**src/rtl/gpio_bus_arbiter_pkg.sv**
```systemverilog
// Shared GPIO register map, arbiter FSM states and the access legality check.
package gpio_bus_arbiter_pkg;

  typedef enum logic [1:0] {
    ST_IDLE   = 2'd0,
    ST_ACCESS = 2'd1,
    ST_RESP   = 2'd2
  } state_e;

  // Read-to-clear status registers; the only readable locations.
  localparam logic [31:0] GPIO_KEY_OFS = 32'h0000_0000;
  localparam logic [31:0] GPIO_SW_OFS  = 32'h0000_0004;
  localparam logic [31:0] GPIO_WR_LO   = 32'h0000_0008;
  localparam logic [31:0] GPIO_WR_HI   = 32'h0000_002C;

  function automatic logic addr_legal(input logic wr, input logic [31:0] addr);
    if (addr[1:0] != 2'b00) begin
      return 1'b0;
    end
    if (wr) begin
      return (addr >= GPIO_WR_LO) && (addr <= GPIO_WR_HI);
    end
    return (addr == GPIO_KEY_OFS) || (addr == GPIO_SW_OFS);
  endfunction

endpackage

```
**src/rtl/gpio_bus_arbiter_rr_arbiter.sv**
```systemverilog
// Combinational round-robin select: first requester at or after the pointer wins.
module rr_arbiter
  import gpio_bus_arbiter_pkg::*;
#(
  parameter int unsigned N  = 2,
  parameter int unsigned IW = 1
) (
  input  logic [N-1:0]  req_i,
  input  logic [IW-1:0] ptr_i,
  output logic [N-1:0]  gnt_o,
  output logic [IW-1:0] idx_o,
  output logic          valid_o
);

  logic [IW-1:0] cand;

  always_comb begin
    gnt_o   = '0;
    idx_o   = '0;
    valid_o = 1'b0;
    cand    = '0;
    for (int unsigned i = 0; i < N; i++) begin
      cand = IW'((32'(ptr_i) + i) % N);
      if (!valid_o && req_i[cand]) begin
        valid_o     = 1'b1;
        gnt_o[cand] = 1'b1;
        idx_o       = cand;
      end
    end
  end

endmodule

```
**src/rtl/gpio_bus_arbiter.sv**
```systemverilog
// Round-robin sharing of the GPIO register port; one strobe cycle per legal access.
module gpio_bus_arbiter
  import gpio_bus_arbiter_pkg::*;
#(
  parameter int unsigned NUM_MASTERS = 2,
  parameter int unsigned AW          = 12,
  parameter int unsigned DW          = 32
) (
  input  logic                      clk,
  input  logic                      reset,
  input  logic [NUM_MASTERS-1:0]    m_req,
  input  logic [NUM_MASTERS-1:0]    m_wr,
  input  logic [NUM_MASTERS*AW-1:0] m_addr,
  input  logic [NUM_MASTERS*DW-1:0] m_wdata,
  output logic [NUM_MASTERS-1:0]    m_ack,
  output logic [NUM_MASTERS-1:0]    m_err,
  output logic [DW-1:0]             m_rdata,
  output logic                      gpio_cs_n,
  output logic                      gpio_rd_n,
  output logic                      gpio_wr_n,
  output logic [AW-1:0]             gpio_addr,
  output logic [DW-1:0]             gpio_wdata,
  input  logic [DW-1:0]             gpio_rdata,
  output logic                      busy
);

  localparam int unsigned IW = (NUM_MASTERS > 1) ? $clog2(NUM_MASTERS) : 1;

  state_e                 state_q, state_d;
  logic [IW-1:0]          ptr_q, ptr_d;
  logic [IW-1:0]          gidx_q, gidx_d;
  logic                   cs_n_q, cs_n_d;
  logic                   rd_n_q, rd_n_d;
  logic                   wr_n_q, wr_n_d;
  logic [AW-1:0]          addr_q, addr_d;
  logic [DW-1:0]          wdata_q, wdata_d;
  logic [NUM_MASTERS-1:0] ack_q, ack_d;
  logic [NUM_MASTERS-1:0] err_q, err_d;
  logic [DW-1:0]          rdata_q, rdata_d;
  logic                   busy_q, busy_d;

  logic [AW-1:0]          addr_arr  [NUM_MASTERS];
  logic [DW-1:0]          wdata_arr [NUM_MASTERS];
  logic [NUM_MASTERS-1:0] arb_gnt;
  logic [IW-1:0]          arb_idx;
  logic                   arb_valid;
  logic                   sel_wr;
  logic                   sel_legal;

  always_comb begin
    for (int unsigned k = 0; k < NUM_MASTERS; k++) begin
      addr_arr[k]  = m_addr[k*AW +: AW];
      wdata_arr[k] = m_wdata[k*DW +: DW];
    end
  end

  rr_arbiter #(
    .N  (NUM_MASTERS),
    .IW (IW)
  ) u_rr (
    .req_i   (m_req),
    .ptr_i   (ptr_q),
    .gnt_o   (arb_gnt),
    .idx_o   (arb_idx),
    .valid_o (arb_valid)
  );

  assign sel_wr    = m_wr[arb_idx];
  assign sel_legal = addr_legal(sel_wr, 32'(addr_arr[arb_idx]));

  // Strobes, ack and err default inactive so each is a single-cycle pulse.
  always_comb begin
    state_d = state_q;
    ptr_d   = ptr_q;
    gidx_d  = gidx_q;
    cs_n_d  = 1'b1;
    rd_n_d  = 1'b1;
    wr_n_d  = 1'b1;
    addr_d  = addr_q;
    wdata_d = wdata_q;
    ack_d   = '0;
    err_d   = '0;
    rdata_d = rdata_q;
    unique case (state_q)
      ST_IDLE: begin
        if (arb_valid) begin
          gidx_d = arb_idx;
          ptr_d  = (arb_idx == IW'(NUM_MASTERS - 1)) ? '0 : arb_idx + 1'b1;
          if (sel_legal) begin
            state_d = ST_ACCESS;
            cs_n_d  = 1'b0;
            rd_n_d  = sel_wr;
            wr_n_d  = ~sel_wr;
            addr_d  = addr_arr[arb_idx];
            wdata_d = wdata_arr[arb_idx];
          end else begin
            state_d = ST_RESP;
            ack_d   = arb_gnt;
            err_d   = arb_gnt;
            rdata_d = '0;
          end
        end
      end
      ST_ACCESS: begin
        state_d        = ST_RESP;
        ack_d[gidx_q]  = 1'b1;
        rdata_d        = gpio_rdata;
      end
      ST_RESP: begin
        state_d = ST_IDLE;
      end
      default: begin
        state_d = ST_IDLE;
      end
    endcase
    busy_d = (state_d != ST_IDLE);
  end

  always_ff @(posedge clk) begin
    if (reset) begin
      state_q <= ST_IDLE;
      ptr_q   <= '0;
      gidx_q  <= '0;
      cs_n_q  <= 1'b1;
      rd_n_q  <= 1'b1;
      wr_n_q  <= 1'b1;
      addr_q  <= '0;
      wdata_q <= '0;
      ack_q   <= '0;
      err_q   <= '0;
      rdata_q <= '0;
      busy_q  <= 1'b0;
    end else begin
      state_q <= state_d;
      ptr_q   <= ptr_d;
      gidx_q  <= gidx_d;
      cs_n_q  <= cs_n_d;
      rd_n_q  <= rd_n_d;
      wr_n_q  <= wr_n_d;
      addr_q  <= addr_d;
      wdata_q <= wdata_d;
      ack_q   <= ack_d;
      err_q   <= err_d;
      rdata_q <= rdata_d;
      busy_q  <= busy_d;
    end
  end

  assign m_ack      = ack_q;
  assign m_err      = err_q;
  assign m_rdata    = rdata_q;
  assign gpio_cs_n  = cs_n_q;
  assign gpio_rd_n  = rd_n_q;
  assign gpio_wr_n  = wr_n_q;
  assign gpio_addr  = addr_q;
  assign gpio_wdata = wdata_q;
  assign busy       = busy_q;

endmodule

```
**config.mk**
```make
export PLATFORM = sky130hd
export DESIGN_NAME = gpio_bus_arbiter
export DESIGN_NICKNAME = d
export VERILOG_FILES = /design/src/rtl/gpio_bus_arbiter_pkg.sv /design/src/rtl/gpio_bus_arbiter_rr_arbiter.sv /design/src/rtl/gpio_bus_arbiter.sv
export SDC_FILE = /design/constraint.sdc
export NUM_CORES = 1
export LEC_CHECK = 0
export CORE_ASPECT_RATIO = 1.2
export CORE_MARGIN = 1
export CORE_UTILIZATION = 42
export CTS_BUF_LIST = sky130_fd_sc_hd__clkbuf_4
export DETAILED_ROUTE_END_ITERATION = 10
export PLACE_DENSITY = 0.89
export RECOVER_POWER = 100
export SKIP_CTS_REPAIR_TIMING = 1
export SYNTH_ARGS = -nofsm -noshare
export SYNTH_HDL_FRONTEND = slang
export SYNTH_SLANG_ARGS = --single-unit
export TNS_END_PERCENT = 1
```
**constraint.sdc**
```tcl
create_clock -name clk -period 4 [get_ports clk]
set_clock_uncertainty 0.2 [all_clocks]
set_input_delay 0.4 -clock clk [delete_from_list [all_inputs] [get_ports clk]]
set_output_delay 0.4 -clock clk [all_outputs]
set_load 0.02 [all_outputs]
```
## Word level (Yosys, flattened, before mapping)

Index checks and enable logic that the tools add are counted.

- Flip-flop bits (word level): 88
- Bits of input ports: 126
- Logic and storage cells: 94

- $add $sub $neg: 2
- Magnitude comparators: 10
- Equal/unequal tests: 4
- Multiplexer cells: 42
- Bitwise operators: 6
- Reduce and logical (&&, ||, !) cells: 18

Operator list:

| kind | count |
|---|---|
| two-way mux 32 bit | 5 |
| one-hot mux 32 bit (2 select lines) | 1 |
| two-way mux 12 bit | 3 |
| two-way mux 1 bit | 22 |
| == test 12 x 3 -> 1 bit, second input constant | 1 |
| greater-or-equal comparator 12 x 4 -> 1 bit, second input constant | 1 |
| less-or-equal comparator 12 x 6 -> 1 bit, second input constant | 1 |
| logical NOT 12 bit | 1 |
| two-way mux 2 bit | 6 |
| less-than comparator 1 x 2 -> 1 bit, second input constant | 4 |
| one-hot mux 2 bit (2 select lines) | 2 |
| AND reduction 3 bit | 2 |
| nonzero test 2 bit | 3 |
| logical AND 1 bit | 5 |
| inequality test 2 bit, second input constant | 2 |
| NOT 1 bit | 4 |
| OR reduction 4 bit | 1 |
| demux 1 bit (select 1 bit) | 3 |
| greater-or-equal comparator 1 bit, second input constant | 3 |
| OR reduction 3 bit | 1 |
| adder 1 bit, second input constant | 2 |
| == test 2 x 1 -> 1 bit, second input constant | 1 |
| greater-or-equal comparator 2 bit, second input constant | 1 |
| logical NOT 2 bit | 1 |
| other kinds (6) | 6 |

## Depth between registers and ports, before layout

- Depth after elaboration: 19
- Depth in mapped cells: 7

## By module

From an unflattened synthesis, not the netlist that was laid out.

- Cell total of the unflattened synthesis: 380
- Area total of the unflattened synthesis: 3,608.5 sq um

Modules (own cells, without submodules):

| module | times used | cells an instance | area an instance (sq um) | seq. area each (sq um) |
|---|---|---|---|---|
| gpio_bus_arbiter | 1 | 375 | 3,575.9 | 1,761.7 |
| rr_arbiter | 1 | 5 | 32.5 | 0.0 |

## Least setup slack after synthesis

OpenSTA, ideal clock, no wires.

- Path type: input to register
- From: in m_addr[15]
- To: reg addr_q[5], in the netlist gpio_addr[5]
- Arrival: 1.876 ns
- Setup slack: 1.790 ns
- Stages on the path: 6
- Cells stage by stage: or3_1 or2_0 a32o_2 nor3_4 buf_6 a211oi_1

- Word-level cells in the longest chain between the ends: 9
- Elaborated cells on any way between the ends: 13

RTL lines:

| element | RTL line | RTL |
|---|---|---|
| start, declared | gpio_bus_arbiter.sv:13 | `input logic [NUM_MASTERS*AW-1:0] m_addr,` |
| two-way mux 12 bit (implied by the code) * (3 in series) | gpio_bus_arbiter.sv:69 | `assign sel_legal = addr_legal(sel_wr, 32'(addr_arr[arb_idx]));` |
| greater-or-equal comparator 12 x 4 -> 1 bit / less-or-equal comparator 12 x 6 -> 1 bit (equally long branches) | gpio_bus_arbiter_pkg.sv:21 | `return (addr >= GPIO_WR_LO) && (addr <= GPIO_WR_HI);` |
| logical AND 1 bit | gpio_bus_arbiter_pkg.sv:21 |  |
| two-way mux 1 bit | gpio_bus_arbiter_pkg.sv:20 | `if (wr) begin` |
| two-way mux 1 bit * | gpio_bus_arbiter_pkg.sv:23 | `return (addr == GPIO_KEY_OFS) \|\| (addr == GPIO_SW_OFS);` |
| two-way mux 1 bit * | gpio_bus_arbiter_pkg.sv:20 |  |
| AND reduction 3 bit (no line) * | - |  |
| end signal, assigned | gpio_bus_arbiter.sv:140 | `addr_q <= addr_d;` |
| end, declared | gpio_bus_arbiter.sv:35 | `logic [AW-1:0] addr_q, addr_d;` |

Mark *: on every way between the ends. The rest lies on a longest branch, timed or not. The select of a mux whose other input is x is not followed.
A chain may end at the register's enable or synchronous reset.

==> flow_summary.json <==
{
  "leakagePower_uw": 0.00237,
  "clockBufferDepth": 2,
  "ctsRootBufferMaster": "clkbuf_4",
  "rows": 36,
  "rsz0062_at_grt": "no",
  "synthArstFlopShare": 0,
  "grt_pass1_vias": 3475,
  "grt_max_degree": 52,
  "grtUsageMet3": 0.0727,
  "start_kind": "primary input",
  "fin_ws_ps": 821,
  "clk_latency_ps": 460,
  "violations": "max-capacitance violations, max-slew violations",
  "drive_gt1_frac": 0.0625,
  "multi_input_area_mm2": 0.00160,
  "crit_path_cell_trace": "buf_2 > clkbuf_1 > nor2_1 > and2_0 > buf_4 > a32o_1",
  "core-area_mm2": 0.00811,
  "grt_pass1_wl_um": 17000,
  "synth.avg_cell_area_um2": 10.7,
  "antenna_found_initial": 0,
  "fin_hold_ws_ps": 279,
  "critical_path_required_ps": 4150,
  "tns_ps": 0,
  "antennaDiodeCount": 0,
  "status": "finished, violations left",
  "crit_arrival_ps": 3320,
  "rr_worst_depth": 6,
  "clkSinkCount": 88,
  "antenna_left": 0,
  "max_freq_mhz": 315,
  "die_w_um": 85.6,
  "routed_wl_um": 11100,
  "routedWlPerCell_um": 17.9,
  "ios": 210,
  "synth_edf_count": 0,
  "irDropWorstVdd_mv": 0.240,
  "synth_ff_type": "dfxtp_1",
  "overflow": 0,
  "num_vias": 3550,
  "synthCells": 328,
  "die-area_mm2": 0.00876,
  "path_depth": 6,
  "nFillCells": 617,
  "cts_tree": "built",
  "hpwl_um": 8120,
  "yosys_warnings": 0,
  "report.final.hold_viol_count": 0,
  "crit_path_top_delay_cell": "clkbuf_1",
  "drc": 0,
  "area.growth.synth_to_final_pct": 64.2,
  "drv_slew": 52,
  "synth_nets": 454,
  "busiest_layer": "met2",
  "finalNonFillerCells": 623,
  "gp_congestion": 0.865,
  "regArea_mm2": 0.00176,
  "via_per_inst": 5.70,
  "ys_ff_latch": 88,
  "setup_viol": 0,
  "cp_slowest_stage_delay_ps": 1660,
  "pre_cts_ws_ps": 827,
  "period_needed_ps": 3180,
  "initial_core_util": 0.434,
  "drt-pass1-iter-count": 4,
  "period_share": 0.795,
  "grt_use_met2": 0.460,
  "worstHoldPathCells": 2,
  "path_buf_inv": 3,
  "final_cell_mix": "123 x clkdlybuf4s50_1, 88 x dfxtp_1, 85 x dlygate4sd3_1",
  "htree_levels": 3,
  "final_common_cell": "clkdlybuf4s50_1",
  "hold_class": "flip-flop to flip-flop",
  "globalRouteTotalUtil": 0.254,
  "place_inst": 607,
  "powerDensity_mw_per_mm2": 288,
  "synth_area_mm2": 0.00352,
  "die_h_um": 102,
  "maxCapViolations": 1,
  "max-slew-margin-rel": -0.576,
  "met1_usage": 0.274,
  "synth_cell_type_count": 36,
  "endpoint_kind": "flip-flop",
  "power_uw": 1660,
  "path_max_fanout": 51,
  "cts_inserted_buffers": 9,
  "io_buffers": 209,
  "path_class": "primary input to flip-flop",
  "critPathTopFamily": "buffers and inverters",
  "drtIter0Drc": 151,
  "worstMarginPinSlew_ps": 2360,
  "final_nets": 649,
  "path_clk_slew_ps": 150,
  "synth-seq-area-share": 0.500
}
-- cells by family after synthesis --
family | count (synthesis) | share of synthesized area
simple gates | 44 | 0.0714
compound gates | 119 | 0.262
flops | 88 | 0.500
mux | 39 | 0.111
buf+inv | 38 | 0.0551
-- worst paths after layout --
path               start            end  slack (ps)
hold / removal    gidx_q       m_ack[1]         280
setup / recovery   reset    m_rdata[25]         820
hold reg to reg   gidx_q       m_ack[1]         280
setup reg to reg   ptr_q  gpio_wdata[8]        1350
-- state kept, by name, indices dropped and copies added (netlist names) --
signal / cells
m_err: 2
gidx_q: 1
gpio_rd_n: 1
m_ack: 2
m_rdata: 32
gpio_addr: 12
gpio_cs_n: 1
gpio_wdata: 32
gpio_wr_n: 1
state_q: 2
busy: 1
ptr_q: 1
-- Yosys cell counts, drive strengths merged (3+ instances only) --
library cell | number | share of area
a211oi | 36 | 0.077
a21oi | 4 | 0.0057
a31oi | 36 | 0.064
a32o | 33 | 0.094
buf | 15 | 0.031
clkbuf | 20 | 0.021
dfxtp | 88 | 0.50
inv | 3 | 0.0032
mux2i | 38 | 0.11
nand2 | 8 | 0.0085
nand3 | 3 | 0.0043
nor2 | 8 | 0.0085
nor3 | 3 | 0.0075
nor3b | 8 | 0.017
nor4 | 4 | 0.0071
o21ai | 3 | 0.0053
-- power breakdown --
group          internal [uW]  switching [uW]  total (uW)
logic                    153             119         272
registers                883            3.84         887
clock network            190             316         506
total                   1230             439        1660
-- final cells by class --
type | instances | area share
sequential | 88 | 0.305
tap | 95 | 0.0206
multi-input combinational | 202 | 0.276
inverter | 3 | 0.00195
clock inverter | 7 | 0.0123
timing repair buffer | 219 | 0.373
clock buffer | 9 | 0.0117
-- routing by layer --
metal  vias up  part of all wire
met2       176              0.51
met3        16             0.075
met1      1669              0.39
met5         -                 0
li1       1689                 -
met4         0             0.021
-- tightest hold or removal path, stage by stage, from the launching register on --
cell and delay, ps:
dfxtp_1 350, nand2_1 60, o31ai_1 50
-- stage by stage --
| stage | instance area, um2 | util |
|---|---|---|
| 2_1_floorplan | 3520 | - |
| 3_3_place_gp | 5650 | 0.697 |
| 3_5_place_dp | 5650 | 0.697 |
| 4_1_cts | 5790 | 0.714 |
| 5_1_grt | 5780 | 0.713 |
| 6_report | 5780 | 0.713 |
No activity file was read; power rests on OpenSTA's default activity.
